### src/rtl/cci_mpf_pkg.sv
// cci_mpf_pkg: CCI-P/MPF request and response types seen by the write-back path.
package cci_mpf_pkg;
  localparam int CCI_CLADDR_WIDTH = 42;
  localparam int CCI_CLDATA_WIDTH = 512;
  localparam int CCI_MDATA_WIDTH = 16;
  typedef logic [CCI_CLADDR_WIDTH-1:0] t_cci_clAddr;
  typedef logic [CCI_CLDATA_WIDTH-1:0] t_cci_clData;
  typedef logic [CCI_MDATA_WIDTH-1:0] t_cci_mdata;
  typedef enum logic [1:0] {eVC_VA = 2'h0, eVC_VL0 = 2'h1, eVC_VH0 = 2'h2, eVC_VH1 = 2'h3} t_cci_vc;
  typedef enum logic [1:0] {eCL_LEN_1 = 2'h0, eCL_LEN_2 = 2'h1, eCL_LEN_4 = 2'h3} t_cci_clLen;
  typedef enum logic [3:0] {eREQ_WRLINE_I = 4'h0, eREQ_WRLINE_M = 4'h1, eREQ_WRFENCE = 4'h4} t_cci_c1_req;
  typedef enum logic [3:0] {eRSP_RDLINE = 4'h0, eRSP_WRLINE = 4'h1, eRSP_WRFENCE = 4'h4} t_cci_rsp;
  typedef struct packed {
    logic addrIsVirtual;
    logic mapVAtoPhysChannel;
    logic checkLoadStoreOrder;
    t_cci_vc vc_sel;
    logic sop;
    t_cci_clLen cl_len;
    t_cci_c1_req req_type;
    t_cci_clAddr address;
    t_cci_mdata mdata;
  } t_cci_mpf_c1_ReqMemHdr;
  typedef struct packed {
    t_cci_mpf_c1_ReqMemHdr hdr;
    t_cci_clData data;
    logic valid;
  } t_if_cci_mpf_c1_Tx;
  typedef struct packed {
    logic [63:0] hdr;
    logic valid;
  } t_if_cci_mpf_c0_Tx;
  typedef struct packed {
    logic [15:0] hdr;
    logic [63:0] data;
    logic mmioRdValid;
  } t_if_cci_c2_Tx;
  typedef struct packed {
    t_cci_vc vc_used;
    logic hit_miss;
    logic format;
    logic [1:0] cl_num;
    t_cci_rsp resp_type;
    t_cci_mdata mdata;
  } t_cci_c1_RspMemHdr;
  typedef struct packed {
    t_cci_c1_RspMemHdr hdr;
    logic rspValid;
  } t_if_cci_c1_Rx;
  function automatic logic cci_c1Rx_isWriteRsp(input t_if_cci_c1_Rx r);
    return r.rspValid && (r.hdr.resp_type == eRSP_WRLINE);
  endfunction
endpackage

### src/rtl/generic_processing_pkg.sv
// generic_processing_pkg: shared types and sizes for the generic processing pipeline.
package generic_processing_pkg;
  localparam int CL_DATA_W = 512;
  localparam int MAX_OUTSTANDING_DEFAULT = 64;
  typedef enum logic [1:0] {IDLE, RUN, WAIT_RSP, DONE} t_wr_state;
endpackage

### src/rtl/cci_mpf_if.sv
// cci_mpf_if: MPF channel bundle; to_fiu is the view of a module issuing requests toward the FIU.
interface cci_mpf_if;
  import cci_mpf_pkg::*;
  t_if_cci_mpf_c0_Tx c0Tx;
  t_if_cci_mpf_c1_Tx c1Tx;
  t_if_cci_c2_Tx c2Tx;
  logic c1TxAlmFull;
  t_if_cci_c1_Rx c1Rx;
  modport to_fiu (output c0Tx, c1Tx, c2Tx, input c1TxAlmFull, c1Rx);
endinterface

### src/rtl/wr_credit_counter.sv
// wr_credit_counter: tracks popped-but-unacknowledged writes; credit while below MAX_OUTSTANDING.
module wr_credit_counter #(
  parameter int MAX_OUTSTANDING = 64
) (
  input  logic clk,
  input  logic reset,
  input  logic clear,
  input  logic pop,
  input  logic rsp,
  output logic credit_ok
);
  logic [63:0] outstanding;
  always_ff @(posedge clk)
    if (!reset || clear) outstanding <= '0;
    else outstanding <= outstanding + 64'(pop) - 64'(rsp);
  assign credit_ok = outstanding < 64'(MAX_OUTSTANDING);
endmodule

### src/rtl/buffer_to_mpf_wr_sm.sv
// buffer_to_mpf_wr_sm: drains the output buffer to host memory as single-line MPF writes,
// then waits for every write acknowledgement before raising done.
module buffer_to_mpf_wr_sm
  import generic_processing_pkg::*, cci_mpf_pkg::*;
#(
  parameter int MAX_OUTSTANDING = MAX_OUTSTANDING_DEFAULT,
  parameter logic [15:0] MDATA_TAG = 16'h0
) (
  input  logic                 clk,
  input  logic                 reset,
  input  logic                 run,
  input  logic [63:0]          data_length,
  input  t_cci_clAddr          first_clAddr,
  output logic                 done,
  cci_mpf_if.to_fiu            fiu,
  output logic                 buffer_rd_enable,
  input  logic [CL_DATA_W-1:0] buffer_data,
  input  logic                 buffer_empty
);
  t_wr_state state;
  logic [63:0] len_q, req_cnt, rsp_cnt, pop_cnt;
  t_cci_clAddr base_q;
  logic wr_valid, credit_ok, rsp, start;
  t_if_cci_mpf_c1_Tx c1_tx;
  assign start = (state == IDLE) && run;
  assign rsp = ((state == RUN) || (state == WAIT_RSP)) && cci_c1Rx_isWriteRsp(fiu.c1Rx);
  assign buffer_rd_enable = (state == RUN) && !buffer_empty && !fiu.c1TxAlmFull &&
                            (pop_cnt < len_q) && credit_ok;
  wr_credit_counter #(.MAX_OUTSTANDING(MAX_OUTSTANDING)) u_credit (
    .clk(clk),
    .reset(reset),
    .clear(start),
    .pop(buffer_rd_enable),
    .rsp(rsp),
    .credit_ok(credit_ok)
  );
  // Buffer data arrives the cycle after the pop, exactly when the registered valid rises.
  always_comb begin
    c1_tx = '0;
    c1_tx.valid = wr_valid;
    c1_tx.data = buffer_data;
    c1_tx.hdr.addrIsVirtual = 1'b1;
    c1_tx.hdr.vc_sel = eVC_VA;
    c1_tx.hdr.sop = 1'b1;
    c1_tx.hdr.cl_len = eCL_LEN_1;
    c1_tx.hdr.req_type = eREQ_WRLINE_I;
    c1_tx.hdr.address = base_q + req_cnt[CCI_CLADDR_WIDTH-1:0];
    c1_tx.hdr.mdata = MDATA_TAG;
  end
  assign fiu.c1Tx = c1_tx;
  assign fiu.c0Tx = '0;
  assign fiu.c2Tx = '0;
  always_ff @(posedge clk)
    if (!reset) begin
      state <= IDLE;
      done <= 1'b0;
      wr_valid <= 1'b0;
      len_q <= '0;
      base_q <= '0;
      req_cnt <= '0;
      rsp_cnt <= '0;
      pop_cnt <= '0;
    end else begin
      wr_valid <= buffer_rd_enable;
      req_cnt <= start ? '0 : req_cnt + 64'(wr_valid);
      rsp_cnt <= start ? '0 : rsp_cnt + 64'(rsp);
      pop_cnt <= start ? '0 : pop_cnt + 64'(buffer_rd_enable);
      case (state)
        IDLE: if (run) begin
          len_q <= data_length;
          base_q <= first_clAddr;
          done <= 1'b0;
          state <= (data_length != '0) ? RUN : DONE;
        end
        RUN: if (req_cnt == len_q) state <= WAIT_RSP;
        WAIT_RSP: if (rsp_cnt == len_q) state <= DONE;
        default: begin
          done <= 1'b1;
          state <= IDLE;
        end
      endcase
    end
endmodule
### src/flat_wrapper.sv
// flat-port wrapper written by rule: the top's interface ports become plain ports
module buffer_to_mpf_wr_sm_flat import generic_processing_pkg::*, cci_mpf_pkg::*;
#(
  parameter int MAX_OUTSTANDING = MAX_OUTSTANDING_DEFAULT,
  parameter logic [15:0] MDATA_TAG = 16'h0
)
  (clk, reset, run, data_length, first_clAddr, done, buffer_rd_enable, buffer_data, buffer_empty, fiu_c0Tx, fiu_c1Tx, fiu_c2Tx, fiu_c1TxAlmFull, fiu_c1Rx);
  cci_mpf_if fiu_i ();
  input  logic clk;
  input  logic reset;
  input  logic run;
  input  logic [63:0] data_length;
  input  t_cci_clAddr first_clAddr;
  output logic done;
  output logic buffer_rd_enable;
  input  logic [CL_DATA_W-1:0] buffer_data;
  input  logic buffer_empty;
  output wire logic [$bits(fiu_i.c0Tx)-1:0] fiu_c0Tx;
  output wire logic [$bits(fiu_i.c1Tx)-1:0] fiu_c1Tx;
  output wire logic [$bits(fiu_i.c2Tx)-1:0] fiu_c2Tx;
  input wire logic [$bits(fiu_i.c1TxAlmFull)-1:0] fiu_c1TxAlmFull;
  input wire logic [$bits(fiu_i.c1Rx)-1:0] fiu_c1Rx;
  assign fiu_c0Tx = fiu_i.c0Tx;
  assign fiu_c1Tx = fiu_i.c1Tx;
  assign fiu_c2Tx = fiu_i.c2Tx;
  assign fiu_i.c1TxAlmFull = fiu_c1TxAlmFull;
  assign fiu_i.c1Rx = fiu_c1Rx;
  buffer_to_mpf_wr_sm #(.MAX_OUTSTANDING(MAX_OUTSTANDING), .MDATA_TAG(MDATA_TAG)) u_core (.clk(clk), .reset(reset), .run(run), .data_length(data_length), .first_clAddr(first_clAddr), .done(done), .fiu(fiu_i), .buffer_rd_enable(buffer_rd_enable), .buffer_data(buffer_data), .buffer_empty(buffer_empty));
endmodule
### config.mk
export PLATFORM = sky130hd
export DESIGN_NAME = buffer_to_mpf_wr_sm_flat
export DESIGN_NICKNAME = d
export VERILOG_FILES = /design/src/rtl/cci_mpf_pkg.sv /design/src/rtl/generic_processing_pkg.sv /design/src/rtl/cci_mpf_if.sv /design/src/rtl/wr_credit_counter.sv /design/src/rtl/buffer_to_mpf_wr_sm.sv /design/src/flat_wrapper.sv
export SDC_FILE = /design/constraint.sdc
export NUM_CORES = 1
export LEC_CHECK = 0
export ABC_AREA = 1
export BUFFER_PORTS_ARGS = -buffer_cell sky130_fd_sc_hd__buf_2
export CAP_MARGIN = 20
export CORE_AREA = 2 2 537 539
export CTS_BUF_LIST = sky130_fd_sc_hd__clkbuf_4 sky130_fd_sc_hd__clkbuf_8
export CTS_CLUSTER_DIAMETER = 60
export DETAILED_ROUTE_END_ITERATION = 7
export DIE_AREA = 0 0 539 541
export SLEW_MARGIN = 20
export SYNTH_ARGS = -nofsm -noshare
export SYNTH_HDL_FRONTEND = slang
export SYNTH_SLANG_ARGS = --single-unit
### constraint.sdc
create_clock -name clk -period 7 [get_ports clk]
set_input_delay 0.35 -clock clk [delete_from_list [all_inputs] [get_ports clk]]
set_output_delay 0.35 -clock clk [all_outputs]
set_load 0.02 [all_outputs]
[Yosys cells after proc, flatten, opt, wreduce, memory -nomap -nowiden]
Index checks and enable logic that the tools add are counted.
Word-level totals
  register bits: 366
  latch bits: 0
  RAM bits: 0
  bits in read-only memories: 0
  input bits: 650
  output and inout bits: 731
  logic and storage cells: 53
  memories kept: 0
Operators by class
  add/sub/neg operators: 6
  $mul: 0
  div/mod/pow operators: 0
  $lt $le $gt $ge: 2
  eq/ne operators: 8
  shift-type cells: 0
  muxes and demuxes: 7
  bitwise gates (word level): 2
  reductions and logical operators: 19
Operators by type and width (count)
  $add 64x1->64: 4
  $eq 64x64->1: 2
  $lt 64x64->1: 1
  $lt 64x7->1 const B: 1
  $reduce_bool 64->1: 1
  $sub 64x1->64: 1
  $add 42x42->42: 1
  $mux 2: 4
  $logic_and 1x1->1: 7
  $ne 2x2->1 const B: 3
  $pmux 2 s3: 1
  $eq 4x1->1 const B: 1
  $reduce_and 2->1: 2
  $reduce_or 2->1: 2
  $logic_not 1->1: 3
  $reduce_and 3->1: 1
  $eq 2x1->1 const B: 1
  $eq 2x2->1 const B: 1
  $logic_not 2->1: 1
  $logic_or 1x1->1: 2
  $not 1->1: 2
  $pmux 1 s2: 1
  $mux 1: 1

[Depth between registers and ports, before layout]
Gate-level depths: netlist of run 1.
  word-level depth: 7
  depth in mapped cells: 30
  depth with buffers taken out: 30

[Hierarchy]
From an unflattened synthesis of run 1, not the netlist that was laid out.
Second synthesis, totals
  cells, all modules: 5581
  area total of the unflattened synthesis: 34513.1 um2
By module, submodules not included
  buffer_to_mpf_wr_sm: instances 1, cells an instance 4075, area an instance 26296.5 um2, seq. area each 6045.8 um2
  wr_credit_counter: instances 1, cells an instance 1506, area an instance 8216.6 um2, seq. area each 1281.2 um2

[Worst setup path after synthesis of run 1]
No wires, ideal clock.
  path type: register to register
  start: reg u_core.len_q[49]
  end: reg u_core.u_credit.outstanding[58]
  arrival: 3.226 ns
  setup slack: 3.641 ns
  cell stages (with the launch flop): 28
  path through: dfxtp_1 -> inv_1 -> ha_1 -> nand2_1 -> inv_1 -> o21ai_0 -> a21oi_1 -> o21ba_2 -> nor2_1 -> nand2_1 -> nor2_1 -> nand2_1 -> ha_1 -> inv_1 -> ha_1 -> fa_1 -> inv_1 -> o21ai_0 -> nand2_1 -> nand2_1 -> nand2_1 -> nand2_1 -> nand2_1 -> nand3_1 -> nand2_1 -> nand2_1 -> nand2_1 -> a21oi_1
Between the ends
  word-level cells in the longest chain between the ends: 5
RTL lines
  start: declaration: RTL line buffer_to_mpf_wr_sm.sv:21  | logic [63:0] len_q, req_cnt, rsp_cnt, pop_cnt;
  start signal: assignment: RTL line buffer_to_mpf_wr_sm.sv:70  | len_q <= data_length;
  $lt 64x64->1: RTL line buffer_to_mpf_wr_sm.sv:28  | (pop_cnt < len_q) && credit_ok;
  $logic_and 1x1->1: RTL line buffer_to_mpf_wr_sm.sv:27  | assign buffer_rd_enable = (state == RUN) && !buffer_empty && !fiu.c1TxAlmFull &&
  $logic_and 1x1->1: RTL line buffer_to_mpf_wr_sm.sv:28
  $add 64x1->64: RTL line wr_credit_counter.sv:15  | else outstanding <= outstanding + 64'(pop) - 64'(rsp);
  $sub 64x1->64: RTL line wr_credit_counter.sv:15
  end signal: assignment: RTL line wr_credit_counter.sv:15
  end: declaration: RTL line wr_credit_counter.sv:12  | logic [63:0] outstanding;
No other way between the ends.
A chain may end at the register's enable or synchronous reset.

[Worst setup path in the final report of run 1]
  start: reg u_core.u_credit.outstanding[30]
  end: reg u_core.u_credit.outstanding[58]
Between the ends
  word-level cells in the longest chain between the ends: 4
RTL lines
  $lt 64x7->1: RTL line wr_credit_counter.sv:16  | assign credit_ok = outstanding < 64'(MAX_OUTSTANDING);
  $logic_and 1x1->1: RTL line buffer_to_mpf_wr_sm.sv:28
  $add 64x1->64 (*): RTL line wr_credit_counter.sv:15
  $sub 64x1->64 (*): RTL line wr_credit_counter.sv:15
Mark *: on every way between the ends. The rest lies on a longest branch, timed or not.

==> results_dict.tcl, run 1 <==
set metrics [dict create \
    drt_iter0_drc 3239 \
    r2r-start "u_core.u_credit.outstanding[30]$_SDFF_PP0_" \
    ios 1381 \
    synth_seq_cells 366 \
    dp_hpwl_um 155600 \
    setup_tns_ns 0 \
    yosys-top-cells-area "dfxtp_1, buf_4, nand2_1" \
    rows 197 \
    relSlewSlack_pct 24.00 \
    rsz0062_at_grt "no" \
    antenna_found_initial 18 \
    ys.flop_type "dfxtp_1" \
    r2r_end "u_core.u_credit.outstanding[58]$_SDFF_PP0_" \
    synth-compound-area-share_pct 12.04 \
    r2r_setup_slack_ns 2.37 \
    grt_max_degree 152 \
    yosys.area_share.adder_pct 8.124 \
    synth_cell_type_count 59 \
    synthSimpleGateAreaFrac_pct 31.66 \
    worstHoldStart "first_clAddr[24]" \
    synth_xor_area_share_pct 2.476 \
    vias_per_cell 3.648 \
    layout_min_cycle_time_ns 4.630 \
    finalHoldViolCount 0 \
    leakagePower_nw 14.91 \
    clock-sinks 366 \
    hold_path_depth 3 \
    synthCells 5317 \
    period_share_pct 66.15 \
    postRouteAntennaNets 0 \
    post_drt_wl_per_cell_um 20.12 \
    grt_pass1_vias 29130 \
    ctsRootBufferMaster "clkbuf_8" \
    ys_seq_area_share_pct 21.80 \
    drc 0 \
    clk_latency_ns 0.70 \
    worstMarginPinSlew_ns 1.128 \
    cts_tree "yes" \
    coreArea_um2 286400 \
    drive_gt1_share_pct 8.129 \
    arrival_ns 5.21 \
    grt_overflow 0 \
    cts_buffer_depth 3 \
    synth_edf_count 0 \
    slew_violations 0 \
    die-area_um2 291600 \
    start_util_pct 11.73 \
    async_reset_ff_share_pct 0 \
    critPathCaptureType "flop" \
    setup_violations 0 \
    hold_path.class "primary input to flop" \
    final_net_count 5886 \
    r2r_cells 26 \
    drtPass1Iterations 5 \
    synth_mux_area_share_pct 0 \
    track_usage_pct 11.63 \
    worst_hold_slack_ns 0.01615 \
    die_y_um 541 \
    grt_first_pass_wirelength_um 237600 \
    die_w_um 539 \
    ir_drop_mv 0.1652 \
    whs_endpoint "u_core.base_q[24]$_SDFFE_PN0P_" \
    ctsHtreeMaxLevel 3 \
    cap_violations 0 \
    status "complete, no violations" \
    cts_resized 0 \
    finClkSkew_ns 0.02899 \
    synth_top_family_by_area "simple AND/OR/NAND/NOR gates" \
    totalPowerFinal_mw 10.87 \
    cp.required_ns 7.58 \
    crit_type "flop to flop" \
    syn2layout_area_growth_pct 8.217 \
    drt_wl_total_um 178100 \
    synthesis.area_um2 33610 \
    power.density_nw_per_um2 298.8 \
    port_buffers 160 \
    cp_max_fo 4 \
    max_freq_mhz 216.0 \
    startpoint_type "flop" \
    via_count 32290 \
    post-synth-top-area-cell "dfxtp_1" \
    syn_area_per_cell_um2 6.321 \
    synth_top_area_share_pct 21.80 \
    place_congestion 0.9564 \
    clkTransAtPathRegs_ns 0.06 \
    cts_buffers 67 \
    yosys_warnings 0 \
]
[how the worst max path moves through the flow]
stage | endpoint | start | slack, ns
after floorplan | u_core.u_credit.outstanding[58]$_SDFF_PP0_ | u_core.len_q[49]$_SDFFE_PN0P_ | 3.64
after global placement | u_core.u_credit.outstanding[58]$_SDFF_PP0_ | u_core.u_credit.outstanding[6]$_SDFF_PP0_ | 2.45
after detailed placement | u_core.u_credit.outstanding[58]$_SDFF_PP0_ | u_core.u_credit.outstanding[30]$_SDFF_PP0_ | 2.39
after CTS | u_core.u_credit.outstanding[58]$_SDFF_PP0_ | u_core.u_credit.outstanding[30]$_SDFF_PP0_ | 2.34
after global routing | u_core.u_credit.outstanding[58]$_SDFF_PP0_ | u_core.u_credit.outstanding[30]$_SDFF_PP0_ | 1.95
final | u_core.u_credit.outstanding[58]$_SDFF_PP0_ | u_core.u_credit.outstanding[30]$_SDFF_PP0_ | 2.37
[layout make-up]
class	count	area (um2)
clock inverters	24	256.5
diodes	3	7.507
multi-input cells	3676	18920
inverters	697	2623
clock buffers	94	1194
flip-flops and latches	366	7327
repair buffers	211	1309
fillers	33700	250000
well taps	3781	4731
[cell usage in the layout, fill, tap and decap left out, drive strengths merged, types with 6 or more instances in the layout]
cell type / n
a21oi: 436
o21ai: 253
conb: 174
inv: 698
buf: 167
o21a: 16
ha: 215
a21boi: 9
dlygate4sd3: 44
xor2: 83
nor3: 143
and3: 11
xnor2: 12
clkinv: 18
clkbuf: 94
nor4: 39
a31oi: 11
dfxtp: 366
nand4: 111
o211ai: 6
nor3b: 21
o21bai: 14
nand2: 1159
or2: 58
nand3b: 18
a21o: 12
nand3: 193
nor2: 664
[sequential cells by signal, indices dropped and copies added, names as in the netlist]
name / cells
u_core.wr_valid: 1
u_core.pop_cnt: 64
u_core.req_cnt: 64
u_core.rsp_cnt: 64
u_core.done: 1
u_core.u_credit.outstanding: 64
u_core.base_q: 42
u_core.len_q: 64
u_core.state: 2
[metal layers]
metal  GRT usage, %  vias to the layer above  wire (um)
met2          19.23                     1782      81710
met3          8.573                      475      32440
met4          4.900                        8       8452
met1          10.74                    14430      55210
met5         0.8548                        -        297
li1               -                    15590          -
[cells by family after synthesis]
kind of cell,count (synthesis)
simple gates,2422
buf+inv,1447
compound gates,768
flops,366
fa+ha+maj,217
xor+xnor,95
other cells,2
[stage by stage]
stage                     area, um2  instances  setup WS (ns)  utilization (%)
final                         36370       8852          2.370            12.70
after global routing          36370       8851          1.954            12.70
after CTS                     36360       8849          2.343            12.70
after detailed placement      34470       8687          2.386            12.04
after global placement        34470       8687          2.446            12.04
after floorplan               34250       5489          3.641                -
[worst max-delay path: stages, from the launching register on]
cell,delay (ns)
dfxtp_1,0.36
inv_1,0.10
ha_1,0.19
nand4_1,0.16
nor3_1,0.19
o21ai_0,0.15
nand2_1,0.17
nand2_1,0.14
a21boi_0,0.33
nor2_1,0.09
nand2_1,0.27
ha_1,0.29
inv_1,0.06
ha_1,0.17
fa_1,0.17
inv_1,0.05
o21ai_0,0.44
nand2_1,0.14
nand2_1,0.16
nand2_1,0.09
nand2_1,0.11
nand2_1,0.09
nand3_1,0.19
nand2_1,0.14
nand2_1,0.08
nand2_1,0.05
a21oi_1,0.14
[synth_stat cells, types with 9 or more instances]
master and instances:
a21oi_1 436, a21o_1 12, nor2_1 638, o21a_1 16, buf_2 10, nor4_1 37
nand2_1 1146, or2_2 41, xnor2_1 12, buf_4 687, o21bai_1 14, nand2_2 9
nor2_2 10, nor3b_1 15, and3_1 11, nor2_4 14, ha_1 215, nor3_1 133
dfxtp_1 366, nand3b_1 16, nand4_1 109, nand3_1 184, xor2_1 83, clkbuf_1 49
or2_0 17, a31oi_1 11, o21ai_0 246, inv_1 687
[repair_timing]
action                                 in CTS  in global routing
setup buffers                               0                  0
endpoints found under the hold margin      44                  0
hold buffers                               44                  0
[where the power goes]
part           leakage [nW]  switching [mW]  internal, mW
combinational          11.2            4.11          1.76
clock                 0.773            1.04          1.26
sequential             2.98           0.302          2.39
Power figures use the tool's default switching activity.
==> run 2: changes to the inputs <==
- ABC_AREA: 1 -> 0
- CORE_AREA: 2 2 537 539 -> 2 2 538 540
- DIE_AREA: 0 0 539 541 -> 0 0 540 542
- clock period: 7 -> 3.7 ns (I/O delays scaled with it)
==> run 2 against run 1 <==
  * Highest routed layer unchanged
  * First-iteration DRC count shrank 54%
  * The flow now finishes with violations (design-rule violations, negative setup slack)
  * Critical endpoint is now u_core.pop_cnt[57]$_SDFF_PP0_
  * Synthesized area shrank 15%
  * Sequential power grew 73%
  * Sequential share of layout area shrank 0.081 points
  * Largest power group unchanged
  * Non-clock buffer count grew 456
  * Fmax shrank 11%
==> results_dict.tcl, run 2 <==
set metrics [dict create \
    status "complete, but fails checks" \
    violations "design-rule violations, negative setup slack" \
    crit_type "flop to flop" \
    r2r_cells 27 \
    dp_hpwl_um 131600 \
    relSlewSlack_pct 41.97 \
    r2r_setup_slack_ns -1.53 \
    crit_top_cell "buf_6" \
    drc 5 \
    drt_wl_total_um 153900 \
    ir_drop_mv 0.3740 \
    syn_area_per_cell_um2 7.875 \
    setup_tns_ns -101.41 \
    antenna_found_initial 16 \
    cp_slowest_cell "or4_4" \
    setup_ws_ns -1.531 \
    fill_cells 33110 \
    ios 1381 \
    worstHoldStart "reset" \
    hold_path.class "primary input to flop" \
    clkTransAtPathRegs_ns 0.06 \
    via_count 24470 \
    synth_cell_type_count 75 \
    coreArea_um2 286900 \
    critPathTopFamily "simple AND/OR/NAND/NOR gates" \
    setup_violations 125 \
    post-synth-top-area-cell "dfxtp_1" \
    startpoint_type "flop" \
    leakagePower_nw 14.05 \
    post_drt_wl_per_cell_um 20.17 \
    port_buffers 160 \
    drt_iter0_drc 1479 \
    rsz0062_at_grt "yes" \
    layout_min_cycle_time_ns 5.231 \
    hold_path_depth 2 \
    grt_max_degree 95 \
    finClkSkew_ns 0.06512 \
    period_share_pct 141.4 \
    slowest_delay_ns 0.57 \
    ys_seq_area_share_pct 25.57 \
    synthCells 3639 \
    synth_edf_count 0 \
    clk_latency_ns 0.71 \
    async_reset_ff_share_pct 0 \
    track_usage_pct 9.991 \
    grt_first_pass_wirelength_um 200300 \
    ctsRootBufferMaster "clkbuf_8" \
    critPathCaptureType "flop" \
    slew_violations 0 \
    whs_endpoint "u_core.base_q[14]$_SDFFE_PN0P_" \
    max_freq_mhz 191.2 \
    cts_buffer_depth 3 \
    final_net_count 4660 \
    arrival_ns 5.76 \
    placed_area_um2 32340 \
    dp_slack_ns -1.492 \
    syn2layout_area_growth_pct 28.02 \
    rows 197 \
    yosys-top-cells-area "dfxtp_1, buf_4, ha_1" \
    grt_pass1_vias 23190 \
    place_congestion 0.8739 \
    worst_hold_slack_ns 0.05316 \
    synthesis.area_um2 28660 \
    drive_gt1_share_pct 24.39 \
    cp.required_ns 4.23 \
    final_cell_mix "buf_4, nand2_1, dfxtp_1" \
    ys.flop_type "dfxtp_1" \
    finalHoldViolCount 0 \
    synthMostInstantiatedCell "buf_4" \
    synth_seq_cells 366 \
    r2r_end "u_core.pop_cnt[57]$_SDFF_PP0_" \
    power.density_nw_per_um2 557.5 \
    start_util_pct 9.989 \
    r2r-start "u_core.len_q[41]$_SDFFE_PN0P_" \
    synth_top_area_share_pct 25.57 \
    post-route-cell-area_um2 36690 \
    die-area_um2 292700 \
    postRouteAntennaNets 0 \
    cap_violations 0 \
    critPathBufInv 8 \
    netlist_top_cells_count "buf_4, nand2_1, dfxtp_1, nor2_1, xnor2_1" \
    cts_buffers 75 \
    layout_commonest_cell "buf_4" \
    yosys_warnings 0 \
    grt_overflow 0 \
    die_w_um 540 \
    cp_max_fo 5 \
    ctsHtreeMaxLevel 3 \
    clock-sinks 366 \
    cts_tree "yes" \
    die_y_um 542 \
    vias_per_cell 3.209 \
    worstMarginPinSlew_ns 0.8624 \
    drtPass1Iterations 8 \
]
## run 2: cell count changes after synthesis, sizes merged, moves of 33 or more
| cell | delta |
|---|---|
| inv | -499 |
| nand2 | -781 |
| xor2 | +62 |
| nor2 | -347 |
| nor2b | +38 |
| a21oi | -277 |
| and3 | +38 |
| or2 | -49 |
| a21boi | +106 |
| nor3 | -100 |
| o21ai | -150 |
| or3 | +33 |
| xnor2 | +216 |
| nand3 | -96 |
## run 2: logic make-up (layout without fill, tap and decap cells)
family                   after synthesis  after routing  share of synthesized area (%)
buffers and inverters                959            989                          21.58
AO/OA/AOI/OAI                        545            545                          12.17
AND/OR/NAND/NOR                     1170           1171                          19.48
other                                  2            178                        0.02620
multiplexers                           7              7                         0.2445
XOR/XNOR                             373            373                          11.40
adder cells (fa/ha/maj)              217            217                          9.526
flip-flops                           366            366                          25.57
## run 2: metrics by stage
stage | instances | utilization, % | total power, mW
after CTS | 7606 | 12.51 | 20.08
after floorplan | 3811 | - | 11.84
after global routing | 7624 | 12.79 | 21.84
after detailed placement | 7352 | 11.27 | 14.40
after global placement | 7352 | 11.27 | 14.39
final | 7627 | 12.79 | 20.45
## run 2: cell type report
type,count,area (um2),area share (%)
inverter,196,738.2,2.012
sequential,366,7362,20.07
clock buffer,109,1394,3.799
clock inverter,17,217.7,0.5934
antenna,4,10.01,0.02728
timing repair buffer,667,5072,13.82
multi-input combinational,2487,17170,46.78
tap,3781,4731,12.89
## run 2: what timing repair did
item,in CTS,in global routing
endpoints found under the hold margin,106,0
resized for setup,136,153
setup buffers,27,21
hold buffers,106,0
pin swaps,91,103
setup endpoints to repair,134,132
cloned,0,1
## run 2: worst max-delay path by stage
stage / start / to / slack [ns] / cells after the start
after global routing: u_core.pop_cnt[37]$_SDFF_PP0_ / u_core.pop_cnt[57]$_SDFF_PP0_ / -1.72 / 26
after global placement: u_core.len_q[33]$_SDFFE_PN0P_ / u_core.u_credit.outstanding[60]$_SDFF_PP0_ / -1.49 / 26
after CTS: u_core.len_q[33]$_SDFFE_PN0P_ / u_core.u_credit.outstanding[60]$_SDFF_PP0_ / -1.30 / 26
after floorplan: u_core.len_q[33]$_SDFFE_PN0P_ / u_core.u_credit.outstanding[62]$_SDFF_PP0_ / -1.21 / 26
after detailed placement: u_core.len_q[33]$_SDFFE_PN0P_ / u_core.u_credit.outstanding[60]$_SDFF_PP0_ / -1.49 / 26
final: u_core.len_q[41]$_SDFFE_PN0P_ / u_core.pop_cnt[57]$_SDFF_PP0_ / -1.53 / 27
## run 2: power by group
part	switching [mW]	internal (mW)
combinational	6.12	5.03
clock	1.99	2.64
sequential	0.263	4.40
## run 2: worst reg2reg max path, cell delays in order (launching register included)
cell,delay (ns)
dfxtp_2,0.32
inv_1,0.09
ha_4,0.21
a21o_1,0.15
a21o_1,0.16
a21o_1,0.17
a21o_1,0.18
a21oi_2,0.17
o21ai_2,0.09
a221oi_2,0.26
o21ai_1,0.14
a21oi_4,0.19
buf_4,0.14
buf_6,0.08
buf_6,0.08
buf_6,0.08
buf_6,0.08
buf_6,0.08
buf_12,0.11
ha_4,0.13
and2_4,0.14
nand4_1,0.17
or4_4,0.57
or3_4,0.38
or3_4,0.49
nor3_4,0.20
xnor2_1,0.16
nor2_1,0.05
## run 2: layer usage
layer	track usage, %	part of all wire, %	vias up
met4	5.335	5.5	12
met2	16.52	46	1297
met1	8.236	29	11170
met5	1.249	0.34	-
li1	-	-	11590
met3	8.274	19	405
